<file path="src/rtl/cpu_mem_arbiter_pkg.sv">
// rtl/cpu_mem_arbiter_pkg.sv - state and grant encodings for the fetch/data memory bus arbiter
package cpu_mem_arbiter_pkg;

  typedef enum logic [2:0] {
    MEM_IDLE        = 3'd0,
    MEM_READ_BEGIN  = 3'd1,
    MEM_READ_WAIT   = 3'd2,
    MEM_WRITE_BEGIN = 3'd3,
    MEM_WRITE_WAIT  = 3'd4
  } mem_state_e;

  typedef enum logic {
    GRANT_FETCH = 1'b0,
    GRANT_DATA  = 1'b1
  } grant_e;

  // Round-robin pick: on a tie the side that did not win last time goes next.
  function automatic grant_e pick_grant(input logic i_elig, input logic d_elig, input grant_e last);
    if (i_elig && d_elig) begin
      if (last == GRANT_DATA) return GRANT_FETCH;
      return GRANT_DATA;
    end
    if (i_elig) return GRANT_FETCH;
    return GRANT_DATA;
  endfunction

endpackage

</file>
<file path="src/rtl/cpu_mem_arbiter.sv">
// rtl/cpu_mem_arbiter.sv - round-robin arbiter sharing one memory bus between fetch and load/store
module cpu_mem_arbiter
  import cpu_mem_arbiter_pkg::*;
#(
  parameter int ADDR_WIDTH = 16,
  parameter int DATA_WIDTH = 16
) (
  input  logic                  clk,
  input  logic                  reset,
  input  logic                  i_req,
  input  logic [ADDR_WIDTH-1:0] i_addr,
  output logic [DATA_WIDTH-1:0] i_rdata,
  output logic                  i_ack,
  input  logic                  d_req,
  input  logic                  d_we,
  input  logic [ADDR_WIDTH-1:0] d_addr,
  input  logic [DATA_WIDTH-1:0] d_wdata,
  output logic [DATA_WIDTH-1:0] d_rdata,
  output logic                  d_ack,
  output logic [ADDR_WIDTH-1:0] mem_addr,
  output logic [DATA_WIDTH-1:0] mem_wdata,
  input  logic [DATA_WIDTH-1:0] mem_rdata,
  output logic                  mem_read,
  output logic                  mem_write,
  input  logic                  mem_ready,
  output logic                  busy
);

  mem_state_e            state_q, state_d;
  grant_e                owner_q, owner_d;
  grant_e                last_grant_q, last_grant_d;
  grant_e                grant;
  logic [ADDR_WIDTH-1:0] mem_addr_q, mem_addr_d;
  logic [DATA_WIDTH-1:0] mem_wdata_q, mem_wdata_d;
  logic [DATA_WIDTH-1:0] i_rdata_q, i_rdata_d;
  logic [DATA_WIDTH-1:0] d_rdata_q, d_rdata_d;
  logic                  i_ack_q, i_ack_d;
  logic                  d_ack_q, d_ack_d;
  logic                  mem_read_q, mem_read_d;
  logic                  mem_write_q, mem_write_d;
  logic                  busy_q, busy_d;
  logic                  i_elig, d_elig;

  // A requester being acked this cycle is masked so its still-high req is not served twice.
  assign i_elig = i_req && !i_ack_q;
  assign d_elig = d_req && !d_ack_q;

  always_comb begin
    state_d      = state_q;
    owner_d      = owner_q;
    last_grant_d = last_grant_q;
    mem_addr_d   = mem_addr_q;
    mem_wdata_d  = mem_wdata_q;
    i_rdata_d    = i_rdata_q;
    d_rdata_d    = d_rdata_q;
    i_ack_d      = 1'b0;
    d_ack_d      = 1'b0;
    grant        = pick_grant(i_elig, d_elig, last_grant_q);

    case (state_q)
      MEM_IDLE: begin
        if (i_elig || d_elig) begin
          owner_d      = grant;
          last_grant_d = grant;
          if (grant == GRANT_DATA) begin
            mem_addr_d = d_addr;
            if (d_we) begin
              mem_wdata_d = d_wdata;
              state_d     = MEM_WRITE_BEGIN;
            end else begin
              state_d = MEM_READ_BEGIN;
            end
          end else begin
            mem_addr_d = i_addr;
            state_d    = MEM_READ_BEGIN;
          end
        end
      end
      MEM_READ_BEGIN:  state_d = MEM_READ_WAIT;
      MEM_WRITE_BEGIN: state_d = MEM_WRITE_WAIT;
      MEM_READ_WAIT: begin
        if (mem_ready) begin
          state_d = MEM_IDLE;
          if (owner_q == GRANT_FETCH) begin
            i_rdata_d = mem_rdata;
            i_ack_d   = 1'b1;
          end else begin
            d_rdata_d = mem_rdata;
            d_ack_d   = 1'b1;
          end
        end
      end
      MEM_WRITE_WAIT: begin
        if (mem_ready) begin
          state_d = MEM_IDLE;
          i_ack_d = (owner_q == GRANT_FETCH);
          d_ack_d = (owner_q == GRANT_DATA);
        end
      end
      default: state_d = MEM_IDLE;
    endcase

    mem_read_d  = (state_d == MEM_READ_BEGIN)  || (state_d == MEM_READ_WAIT);
    mem_write_d = (state_d == MEM_WRITE_BEGIN) || (state_d == MEM_WRITE_WAIT);
    busy_d      = (state_d != MEM_IDLE);
  end

  always_ff @(posedge clk or negedge reset) begin
    if (!reset) begin
      state_q      <= MEM_IDLE;
      owner_q      <= GRANT_FETCH;
      last_grant_q <= GRANT_DATA;
      mem_addr_q   <= '0;
      mem_wdata_q  <= '0;
      i_rdata_q    <= '0;
      d_rdata_q    <= '0;
      i_ack_q      <= 1'b0;
      d_ack_q      <= 1'b0;
      mem_read_q   <= 1'b0;
      mem_write_q  <= 1'b0;
      busy_q       <= 1'b0;
    end else begin
      state_q      <= state_d;
      owner_q      <= owner_d;
      last_grant_q <= last_grant_d;
      mem_addr_q   <= mem_addr_d;
      mem_wdata_q  <= mem_wdata_d;
      i_rdata_q    <= i_rdata_d;
      d_rdata_q    <= d_rdata_d;
      i_ack_q      <= i_ack_d;
      d_ack_q      <= d_ack_d;
      mem_read_q   <= mem_read_d;
      mem_write_q  <= mem_write_d;
      busy_q       <= busy_d;
    end
  end

  assign i_rdata   = i_rdata_q;
  assign i_ack     = i_ack_q;
  assign d_rdata   = d_rdata_q;
  assign d_ack     = d_ack_q;
  assign mem_addr  = mem_addr_q;
  assign mem_wdata = mem_wdata_q;
  assign mem_read  = mem_read_q;
  assign mem_write = mem_write_q;
  assign busy      = busy_q;

endmodule

</file>
<file path="config.mk">
export PLATFORM = sky130hd
export DESIGN_NAME = cpu_mem_arbiter
export DESIGN_NICKNAME = d
export VERILOG_FILES = /design/src/rtl/cpu_mem_arbiter_pkg.sv /design/src/rtl/cpu_mem_arbiter.sv
export SDC_FILE = /design/constraint.sdc
export NUM_CORES = 1
export LEC_CHECK = 0
export BUFFER_PORTS_ARGS = -buffer_cell sky130_fd_sc_hd__buf_4
export CAP_MARGIN = 20
export CORE_MARGIN = 2
export CORE_UTILIZATION = 42
export CTS_CLUSTER_DIAMETER = 60
export CTS_CLUSTER_SIZE = 20
export DETAILED_ROUTE_END_ITERATION = 16
export GPL_TIMING_DRIVEN = 1
export PLACE_DENSITY = 0.76
export SYNTH_ARGS = -nofsm -noshare
export SYNTH_HDL_FRONTEND = slang
export SYNTH_SLANG_ARGS = --single-unit
</file>
<file path="constraint.sdc">
create_clock -name clk -period 1.9 [get_ports clk]
set_clock_uncertainty 0.05 [all_clocks]
set_input_delay 0.38 -clock clk [delete_from_list [all_inputs] [get_ports clk]]
set_output_delay 0.38 -clock clk [all_outputs]
set_load 0.01 [all_outputs]
</file>
Yosys cells after proc, flatten, opt, wreduce, memory -nomap -nowiden --
Cells that the tools add are included. W data, S select, Z words.
Cells by class: add/subtract/negate cells 0, multipliers 0, divide/modulo/power cells 0, order comparisons 0, eq/ne operators 8, shifts and indexed selects 0, mux-type cells 25, bitwise gates (word level) 1, reduce and logical (&&, ||, !) cells 15
Operators by type and width (count):
- $mux W1 | 17
- $mux W16 | 1
- $eq A3 B2 Y1 const B | 4
- $pmux W3 S4 | 1
- $mux W3 | 3
- $eq A3 B1 Y1 const B | 2
- $eq A3 B3 Y1 const B | 2
- $reduce_and A3 Y1 | 2
- $pmux W1 S2 | 2
- $reduce_and A4 Y1 | 1
- $logic_and A1 B1 Y1 | 3
- $logic_not A3 Y1 | 1
- $logic_or A1 B1 Y1 | 3
- $reduce_bool A3 Y1 | 1
- $logic_not A1 Y1 | 2
- $mux W2 | 1
- $reduce_and A2 Y1 | 1
- $reduce_or A2 Y1 | 1
- $not A1 Y1 | 1
Storage, ports and cells: register bits after elaboration 74, bits in latches 0, memory bits (writable) 0, memory bits (read-only) 0, output and inout bits 69, logic and storage cells 61, memories 0

Longest topological paths before layout --
Gate-level depths: netlist of the first run.
word-level depth 14, gate-level depth with buffers 7, mapped depth without buffers 5

Least setup slack after synthesis of the first run --
Ideal clock, no wire load.
path type reg2reg, from reg d_ack_q (netlist: d_ack), to reg mem_wdata_q[10] (netlist: mem_wdata[10]), library setup time 0.127 ns, arrival time 1.878 ns, slack -0.155 ns, cell stages (with the launch flop) 8, path buffers 2, period minus slack after synthesis 2.055 ns, path through dfrtp_1 -> nand2b_4 -> a2111o_1 -> inv_2 -> and3_1 -> buf_4 -> buf_8 -> mux2_1
On the way: word-level cells in the longest chain between the ends 6, elaborated cells between the ends (all ways) 7, those cells by class mux: 2; reduce/logical: 5
RTL lines:
- start, declared | RTL line cpu_mem_arbiter.sv:38 | logic d_ack_q, d_ack_d;
- start signal, assigned | RTL line cpu_mem_arbiter.sv:131 | d_ack_q <= d_ack_d;
- $logic_not A1 Y1 * | RTL line cpu_mem_arbiter.sv:46 | assign d_elig = d_req && !d_ack_q;
- $logic_and A1 B1 Y1 * | RTL line cpu_mem_arbiter.sv:46
- $logic_and A1 B1 Y1 | RTL line cpu_mem_arbiter_pkg.sv:19 | if (i_elig && d_elig) begin
- $mux W1 | RTL line cpu_mem_arbiter_pkg.sv:19
- $mux W1 | RTL line cpu_mem_arbiter_pkg.sv:23 | if (i_elig) return GRANT_FETCH;
- $reduce_and A4 Y1 (no source line) *
- end signal, assigned | RTL line cpu_mem_arbiter.sv:127 | mem_wdata_q <= mem_wdata_d;
- end, declared | RTL line cpu_mem_arbiter.sv:34 | logic [DATA_WIDTH-1:0] mem_wdata_q, mem_wdata_d;
Every way passes the cells marked *; elsewhere a longest branch is shown, timed or not. A chain may end at the register's enable or synchronous reset.

Worst setup path after layout of the first run --
from reg i_ack_q (netlist: i_ack), to reg mem_wdata_q[6] (netlist: mem_wdata[6])
On the way: word-level cells in the longest chain between the ends 7, elaborated cells between the ends (all ways) 11, those cells by class mux: 6; reduce/logical: 5
RTL lines:
- start, declared | RTL line cpu_mem_arbiter.sv:37 | logic i_ack_q, i_ack_d;
- start signal, assigned | RTL line cpu_mem_arbiter.sv:130 | i_ack_q <= i_ack_d;
- $logic_not A1 Y1 * | RTL line cpu_mem_arbiter.sv:45 | assign i_elig = i_req && !i_ack_q;
- $logic_and A1 B1 Y1 * | RTL line cpu_mem_arbiter.sv:45
- $mux W1 (2 in a row) | RTL line cpu_mem_arbiter_pkg.sv:23
- $mux W1 | RTL line cpu_mem_arbiter_pkg.sv:24 | return GRANT_DATA;
- $mux W1 | RTL line cpu_mem_arbiter_pkg.sv:23
- $reduce_and A4 Y1 (no source line) *
Every way passes the cells marked *; elsewhere a longest branch is shown, timed or not. The select of a mux whose other input is x is not followed.

==> summary.txt, run 1 <==
Finish
  – Fill cells: 549
  – Fin util: 65.86%
  – Cell Count, Final, Fillers Out: 489
  – Ant. Diodes: 0
  – Syn-to-layout area delta: 51.60%
  – Commonest non-fill, non-tap cells in the layout: buf_4, dfrtp_1, a21oi_1, mux2_2, nor2_1
  – Final nets: 458
  – Most common cell after layout, fill and taps aside: buf_4
  – Layout cells sized above 1: 55.73%

Setup path
  – Slowest CP cell: a2111o_1
  – Max FO, Critical Path: 9
  – CP cell instances: nand2b_4 -> a2111o_1 -> inv_2 -> and3_4 -> buf_12 -> mux2_2
  – Slowest stage delay, CP: 440 ps
  – Crit path kind: reg -> reg
  – Crit. End Element: register
  – Worst EP required: 2070 ps
  – Worst setup SP type: register
  – Crit path arrival time: 2050 ps
  – CP Buf/Inv Count: 2
  – CP delay by family, top: compound AO/OA/AOI/OAI gates

Placement
  – Dpl cells: 470
  – # port buffers: 138
  – Final Wtd Congestion: 0.7700
  – Post-detail-place hpwl: 5046 um

STA
  – Slew @ Worst Pin: 453.0 ps
  – Relative slew slack: 69.80%
  – Final Hold Viols: 0
  – RSZ-0062 raised after global routing: true
  – Final Cycle Share: 99.28%
  – Final setup vio count: 0
  – Fin. max-slew vios: 0
  – FMAX: 530.1 MHz
  – Fin Setup TNS: 0 ps
  – Minimum clock period: 1886 ps

Clock network
  – Num CTS Buffers: 9
  – Worst-skew pair later-pin latency: 330 ps
  – Worst-path clk slew: 70 ps
  – H-Tree Level Count: 3
  – Clock Path Buffers: 2
  – Clock sink count: 74
  – Root Buffer: clkbuf_8
  – CTS tree: done

Floorplan
  – Die area: 7755 sq um
  – Die W: 88.06 um
  – Starting Density: 43.44%
  – # IOs: 139
  – Core area: 6832 sq um
  – Placement row count: 30
  – Die Ht: 88.06 um

Drt
  – Via count: 2366
  – TritonRoute pass-1 iters: 4
  – DR vias/cell: 4.838
  – Drt initial violations: 51
  – DRT antenna net count: 0
  – DRT Wirelength: 6909 um
  – DRC violation count after routing: 0
  – Avg WL per Cell: 14.13 um

Logic synthesis
  – Post-synthesis sequential area ratio: 62.44%
  – Post-Syn Nets: 306
  – YS warnings: 0
  – Area leader, netlist: dfrtp_1
  – FF+latch count, synth: 74
  – Syn_area_per_cell: 12.58 sq um
  – EDFF count, synth: 0
  – Asr flop ratio synth: 100.0%
  – Yosys cell types: 32
  – Cells after synthesis: 236
  – Area of the mapped netlist: 2968 sq um
  – Synth top area cells: dfrtp_1, mux2_2, a21oi_1
  – Main flop type after synthesis: dfrtp_1
  – Yosys top cell area share: 61.55%

Power
  – Pwr dens: 1696 nW/um^2
  – Peak supply drop: 0.8481 mV
  – Switching part of the total: 32.41%
  – Cell-internal power: 5157 uW
  – Psw: 2473 uW
  – Reg power frac: 36.5%
  – Static leakage: 0.002185 uW
  – Power share of the clock group: 18.6%
  – Comb power frac: 44.9%
  – Total power: 7629 uW

Global route
  – Pin count of the biggest net entering global routing: 42
  – GRT Total Usage: 18.25%
  – Initial antenna violation count: 0
  – First-pass GRT wire length: 11000 um
  – Vias in the first global route: 2437
  – Gr ovfl total: 0

Worst hold path
  – Worst Hold Class: in -> reg

Flow run
  – Max_cap viols: 0

Outcome
  – Status: finished clean
## worst paths after layout
check,start,to,slack (ps),cells after the start
max in group asynchronous,reset,d_rdata[7],740,3
hold / removal,d_wdata[12],mem_wdata[12],210,2
setup reg to reg,i_ack,mem_wdata[6],10,6
setup / recovery,i_ack,mem_wdata[6],10,6
hold reg to reg,mem_wdata[9],mem_wdata[9],440,1
min in group asynchronous,reset,mem_wdata[11],490,2
## sequential cells by signal, indices dropped and copies added, names as in the netlist
register	flops
i_ack	1
i_rdata	16
d_rdata	16
mem_addr	16
d_ack	1
last_grant_q	1
mem_write	1
mem_read	1
busy	1
mem_wdata	16
state_q	3
owner_q	1
## stage by stage
| step | worst slack [ps] | hold slack (ps) | instance area [sq um] |
|---|---|---|---|
| 6_report | 13.69 | 211.5 | 4499 |
| 2_1_floorplan | -144.5 | 34.41 | 2979 |
| 3_5_place_dp | -33.44 | 315.1 | 4198 |
| 3_3_place_gp | 8.834 | 305.1 | 4198 |
| 4_1_cts | -8.972 | 199.0 | 4481 |
| 5_1_grt | -30.46 | 201.0 | 4499 |
## power by group through the flow
stage               logic, uW  clock network, uW  registers [uW]
finish                   3420               1420            2790
global route             3750               1530            2880
CTS                      3430               1460            2790
detailed placement       3370                  0            2810
global placement         3270                  0            2790
floorplan                1350                  0            3110
## final cells by class
| type | instances | area, sq um | share of cell area [%] |
|---|---|---|---|
| clock buffers | 10 | 127.6 | 2.836 |
| clock inverters | 6 | 105.1 | 2.336 |
| inverters | 2 | 7.507 | 0.1669 |
| multi-input cells | 147 | 1070 | 23.78 |
| flip-flops and latches | 74 | 1853 | 41.18 |
| well taps | 96 | 120.1 | 2.670 |
| repair buffers | 154 | 1216 | 27.03 |
## cells by family (layout without fill, tap and decap cells)
kind of cell / Yosys count / after routing / share of synthesized area, %
AO/OA/AOI/OAI: 43 / 43 / 7.841
AND/OR/NAND/NOR: 55 / 55 / 8.643
buffers and inverters: 15 / 172 / 2.571
XOR/XNOR: 1 / 1 / 0.2952
multiplexers: 48 / 48 / 18.21
flip-flops: 74 / 74 / 62.44
## cells in the mapped netlist, types with 2 or more instances
| cell | count |
|---|---|
| a211oi_1 | 2 |
| a21oi_1 | 37 |
| buf_2 | 4 |
| clkbuf_1 | 6 |
| dfrtp_1 | 73 |
| mux2_1 | 9 |
| mux2_2 | 39 |
| nand2_1 | 19 |
| nor2_1 | 22 |
| o22ai_1 | 2 |
| or2_2 | 2 |
## per-layer routing
metal	track usage [%]	routed length [um]
met4	6.198	81
met1	22.36	2859
met3	5.184	548
met5	0	0
met2	31.13	3420
## timing repair
action | 4_1_cts | 5_1_grt
hold endpoints to repair | 32 | 0
buffers inserted | 1 | 0
gates resized for setup | 3 | 5
setup endpoints to repair | 9 | 16
cloned | 1 | 0
pin swaps | 2 | 1
hold buffers | 1 | 0
Power figures use the tool's default switching activity.
==> run 2, diff against run 1 <==
--- a/config.mk
+++ b/config.mk
@@ -14,6 +14,7 @@
 export DETAILED_ROUTE_END_ITERATION = 16
 export GPL_TIMING_DRIVEN = 1
 export PLACE_DENSITY = 0.76
+export RECOVER_POWER = 100
 export SYNTH_ARGS = -nofsm -noshare
 export SYNTH_HDL_FRONTEND = slang
 export SYNTH_SLANG_ARGS = --single-unit
==> run 2 against run 1 <==
  * Critical path depth is the same
  * Wire length grew 0.41%
  * Register-to-register slack is essentially flat
  * Sequential share of layout area grew 2.8 points
  * Non-clock buffer count is the same
  * Worst hold slack is essentially flat
  * Final area shrank 6.4%
  * Sequential cell count is the same
  * Combinational power shrank 17%
  * Sequential power is essentially flat
  * First-iteration DRC count shrank 22%
  * Critical path type unchanged
  * Largest cell class unchanged
==> summary.txt, run 2 (synthesis results as in run 1) <==
STA
  – Fin Setup TNS: 0 ps
  – Relative slew slack: 42.99%
  – Minimum clock period: 1889 ps
  – Slew @ Worst Pin: 855.2 ps
  – Final setup vio count: 0
  – Final Hold Viols: 0
  – FMAX: 529.4 MHz
  – Fin. max-slew vios: 0
  – Final Cycle Share: 99.42%
  – RSZ-0062 raised after global routing: true

Setup path
  – Crit path arrival time: 2060 ps
  – Max FO, Critical Path: 9
  – Worst EP required: 2070 ps
  – Crit. End Element: register
  – Crit path kind: reg -> reg
  – Worst setup SP type: register

Global route
  – Vias in the first global route: 2437
  – GRT Total Usage: 18.25%
  – First-pass GRT wire length: 11000 um
  – M1 GR Usage: 22.36%
  – Initial antenna violation count: 0
  – GR Util met3: 5.184%
  – Gr ovfl total: 0
  – Most used routing layer: met2
  – Grt met2 use: 31.13%
  – Pin count of the biggest net entering global routing: 42

Finish
  – Fill cells: 618
  – Syn-to-layout area delta: 41.95%
  – Commonest non-fill, non-tap cells in the layout: buf_4, dfrtp_1, clkbuf_1, a21oi_1, mux2_2
  – Cell Count, Final, Fillers Out: 489
  – Ant. Diodes: 0
  – Final nets: 458
  – Most common cell after layout, fill and taps aside: buf_4
  – Layout cells sized above 1: 38.42%
  – Finished Cell Area: 4213 sq um

Placement
  – Placed Area: 4198 sq um
  – Final Wtd Congestion: 0.7700
  – # port buffers: 138
  – Dpl cells: 470
  – Post-detail-place hpwl: 5046 um

Power
  – Comb power frac: 40.3%
  – Static leakage: 0.001924 uW
  – Power share of the clock group: 20.2%
  – Pwr dens: 1665 nW/um^2
  – Reg power frac: 39.4%
  – Cell-internal power: 4558 uW
  – Peak supply drop: 0.8003 mV
  – Psw: 2457 uW
  – Switching part of the total: 35.02%

Worst hold path
  – Worst Hold Class: in -> reg

Clock network
  – Worst-path clk slew: 70 ps
  – H-Tree Level Count: 3
  – Root Buffer: clkbuf_8
  – Clock sink count: 74
  – Clock Path Buffers: 2
  – Worst-skew pair later-pin latency: 330 ps
  – Num CTS Buffers: 9
  – CTS tree: done

Floorplan
  – # IOs: 139
  – Starting Density: 43.44%
  – Die area: 7755 sq um
  – Placement row count: 30
  – Die Ht: 88.06 um
  – Die W: 88.06 um
  – Core area: 6832 sq um

Drt
  – TritonRoute pass-1 iters: 4
  – Via count: 2345
  – Avg WL per Cell: 14.19 um
  – DRT Wirelength: 6937 um
  – DRC violation count after routing: 0
  – DR vias/cell: 4.796
  – Drt initial violations: 40
  – DRT antenna net count: 0

Flow run
  – Max_cap viols: 0

Outcome
  – Status: finished clean
## run 2: worst paths after layout
path                            cells past startpoint     startpoint            end  slack (ps)
min in group asynchronous                           2          reset  mem_wdata[11]         640
worst max register to register                      6          i_ack   mem_wdata[6]          10
worst max-delay path                                6          i_ack   mem_wdata[6]          10
worst min register to register                      1  mem_wdata[12]  mem_wdata[12]         440
worst min-delay path                                2    d_wdata[12]  mem_wdata[12]         210
max in group asynchronous                           3          reset     d_rdata[7]         310
## run 2: final cells by class
type                    count  area [sq um]  share of cell area [%]
clock buffers              10         127.6                   3.029
clock inverters             6         105.1                   2.495
inverters                   2         7.507                  0.1782
multi-input cells         147          1070                   25.39
flip-flops and latches     74          1853                   43.99
well taps                  96         120.1                   2.851
repair buffers            154         929.6                   22.07
## run 2: repair_timing
action / in CTS / in global routing
setup endpoints to repair: 9 / 16
cloned: 1 / 0
resized for setup: 3 / 5
hold buffers: 1 / 0
hold endpoints to repair: 32 / 0
setup buffers: 1 / 0
pin swaps: 2 / 1
## run 2: metal layers
metal / vias up / routed length [um]
met3: 7 / 512
li1: 1112 / -
met2: 85 / 3441
met1: 1141 / 2901
met4: 0 / 81
met5: - / 0
## run 2: worst max-delay path, cell delays in order (launching register included)
cell	delay [ps]
dfrtp_1	380
nand2b_4	150
a2111o_1	440
inv_2	70
and3_4	220
buf_12	140
mux2_2	330
## run 2: power by group through the flow
stage / logic, uW / clock network [uW] / registers [uW]
3_3_place_gp: 3270 / 0 / 2790
6_report: 2830 / 1420 / 2770
2_1_floorplan: 1350 / 0 / 3110
5_1_grt: 3140 / 1530 / 2860
3_5_place_dp: 3370 / 0 / 2810
4_1_cts: 3430 / 1460 / 2790
## run 2: through the flow
stage	hold WS, ps	utilization [%]	setup WS [ps]	total power, uW
final	211.4	61.67	10.97	7015
after global routing	201.0	61.67	-30.46	7529
after global placement	305.1	61.45	8.834	6064
after floorplan	34.41	-	-144.5	4462
after CTS	199.0	65.59	-8.972	7668
after detailed placement	315.1	61.45	-33.44	6187
==> run 3, diff against run 2 <==
--- a/config.mk
+++ b/config.mk
@@ -7,7 +7,7 @@
 export LEC_CHECK = 0
 export BUFFER_PORTS_ARGS = -buffer_cell sky130_fd_sc_hd__buf_4
 export CAP_MARGIN = 20
-export CORE_MARGIN = 2
+export CORE_MARGIN = 5
 export CORE_UTILIZATION = 42
 export CTS_CLUSTER_DIAMETER = 60
 export CTS_CLUSTER_SIZE = 20
==> run 3 against run 2 <==
  * The flow now finishes with violations (setup timing)
  * Sequential cell count is the same
  * Global-route usage shrank 1.8 points
  * Power grew 0.30%
  * Worst setup slack lost 38 ps
  * Clock power is essentially flat
  * Final cell count grew 1.2%
  * Critical path depth is the same
  * Final area grew 1.0%
  * First-iteration DRC count grew to 2.8 times the previous value
  * Critical path type unchanged
  * Highest routed layer unchanged
==> summary.txt, run 3 (synthesis results as in run 1) <==
Outcome
  – Status: complete, but fails checks
  – Violated checks: setup timing

Power
  – Psw: 2477 uW
  – Peak supply drop: 0.6375 mV
  – Total power: 7036 uW
  – Power share of the clock group: 19.8%
  – Static leakage: 0.001946 uW
  – Cell-internal power: 4559 uW
  – Switching part of the total: 35.21%
  – Reg power frac: 39.3%
  – Comb power frac: 40.9%
  – Pwr dens: 1653 nW/um^2

STA
  – Final Hold Viols: 0
  – Final setup margin: -27.48 ps
  – RSZ-0062 raised after global routing: true
  – Fin Setup TNS: -175.1 ps
  – Final Cycle Share: 101.4%
  – Final setup vio count: 13
  – Fin. max-slew vios: 0
  – WHS: 225.0 ps
  – Relative slew slack: 51.49%
  – FMAX: 518.8 MHz
  – Minimum clock period: 1927 ps
  – Slew @ Worst Pin: 727.6 ps

Clock network
  – CTS tree: done
  – Clock sink count: 74
  – Root Buffer: clkbuf_8
  – Worst-skew pair later-pin latency: 320 ps
  – H-Tree Level Count: 3
  – Num CTS Buffers: 9
  – Clock Path Buffers: 2
  – Worst-path clk slew: 70 ps

Finish
  – Commonest non-fill, non-tap cells in the layout: buf_4, dfrtp_1, clkbuf_1, a21oi_1, mux2_2
  – Layout cells sized above 1: 38.10%
  – Most common cell after layout, fill and taps aside: buf_4
  – Ant. Diodes: 0
  – Fin util: 62.29%
  – Syn-to-layout area delta: 43.38%
  – Cell Count, Final, Fillers Out: 495
  – Final nets: 464

Floorplan
  – Die area: 8847 sq um
  – Placement row count: 30
  – Core area: 6832 sq um
  – Die W: 94.06 um
  – Die Ht: 94.06 um
  – # IOs: 139
  – Starting Density: 43.44%

Setup path
  – Crit path arrival time: 2080 ps
  – Worst setup SP type: register
  – R2r setup slk: -30 ps
  – FF-to-FF End: mem_wdata[7]
  – Slowest stage delay, CP: 450 ps
  – CP cell instances: nand2b_4 -> a2111o_1 -> inv_2 -> and3_4 -> clkbuf_16 -> mux2_1
  – Slowest CP cell: a2111o_1
  – Crit. End Element: register
  – Crit path kind: reg -> reg
  – Reg-to-reg startpoint: d_ack
  – Max FO, Critical Path: 8
  – Worst EP required: 2060 ps
  – Worst r2r path cells: 6

Placement
  – Final Wtd Congestion: 0.8164
  – Post-detail-place hpwl: 5559 um
  – Dpl cells: 472
  – # port buffers: 138

Global route
  – Initial antenna violation count: 0
  – Most used routing layer: met2
  – Grt met2 use: 28.80%
  – M1 GR Usage: 19.32%
  – Gr ovfl total: 0
  – Vias in the first global route: 2446
  – First-pass GRT wire length: 11470 um
  – GR Util met3: 4.968%
  – Pin count of the biggest net entering global routing: 29
  – GRT Total Usage: 16.49%

Drt
  – DRC violation count after routing: 0
  – Avg WL per Cell: 15.14 um
  – DRT antenna net count: 0
  – Drt initial violations: 113
  – DR vias/cell: 4.796
  – DRT Wirelength: 7492 um
  – TritonRoute pass-1 iters: 4
  – Via count: 2374

Worst hold path
  – Hold_sp: d_wdata[12]
  – Worst Hold Endpoint: mem_wdata[12]
  – Worst Hold Class: in -> reg
  – WHS Path Cells: 2

Flow run
  – Max_cap viols: 0
==> run 3: cell types whose count changed in the layout (fill, tap and decap cells not counted), sizes merged <==
cell and delta:
buf +2, bufinv -1, clkbuf +7, clkinv -3, inv +1
==> run 3: worst max path at each step <==
stage               startpoint  cells after the start             to
finish                   d_ack                      6   mem_wdata[7]
global route             d_ack                      6  mem_wdata[10]
CTS                      i_ack                      6   mem_wdata[2]
detailed placement       i_req                      7   mem_wdata[2]
global placement         i_req                      7   mem_wdata[1]
floorplan                i_ack                      7  mem_wdata[10]
==> run 3: critical path, delay by kind of cell (launching register included) <==
family	cells	cell delay [ps]
compound gates	1	450
buf+inv	2	240
flops	1	390
mux	1	320
simple gates	2	370
==> run 3: layer usage <==
metal / part of all wire, % / up-vias
li1: - / 1134
met1: 40 / 1149
met2: 52 / 81
met3: 6.6 / 10
met4: 1.1 / 0
met5: 0 / -
==> run 3: through the flow <==
stage	setup WS (ps)	area, sq um
after floorplan	-144.5	2979
after global placement	7.263	4213
after detailed placement	-36.15	4213
after CTS	18.39	4466
after global routing	-71.66	4255
final	-27.48	4255
==> run 3: power by group through the flow <==
stage	Combinational, uW	Sequential (uW)	Clock (uW)
floorplan	1350	3110	0
global placement	3320	2790	0
detailed placement	3410	2820	0
CTS	3420	2790	1440
global route	3170	2880	1510
finish	2880	2770	1390
==> run 3: cell type report <==
| cell class | instances | area [sq um] |
|---|---|---|
| well taps | 96 | 120.1 |
| repair buffers | 160 | 967.2 |
| inverters | 2 | 7.507 |
| fillers | 642 | 2576 |
| flip-flops and latches | 74 | 1853 |
| multi-input cells | 147 | 1070 |
| clock inverters | 3 | 68.82 |
| clock buffers | 13 | 168.9 |
==> run 3: timing repair <==
item,CTS,global route
hold buffers,1,0
setup endpoints to repair,2,16
buffers inserted,0,5
pin swaps,0,2
gates cloned,0,1
hold endpoints to repair,25,0
resized for setup,1,5
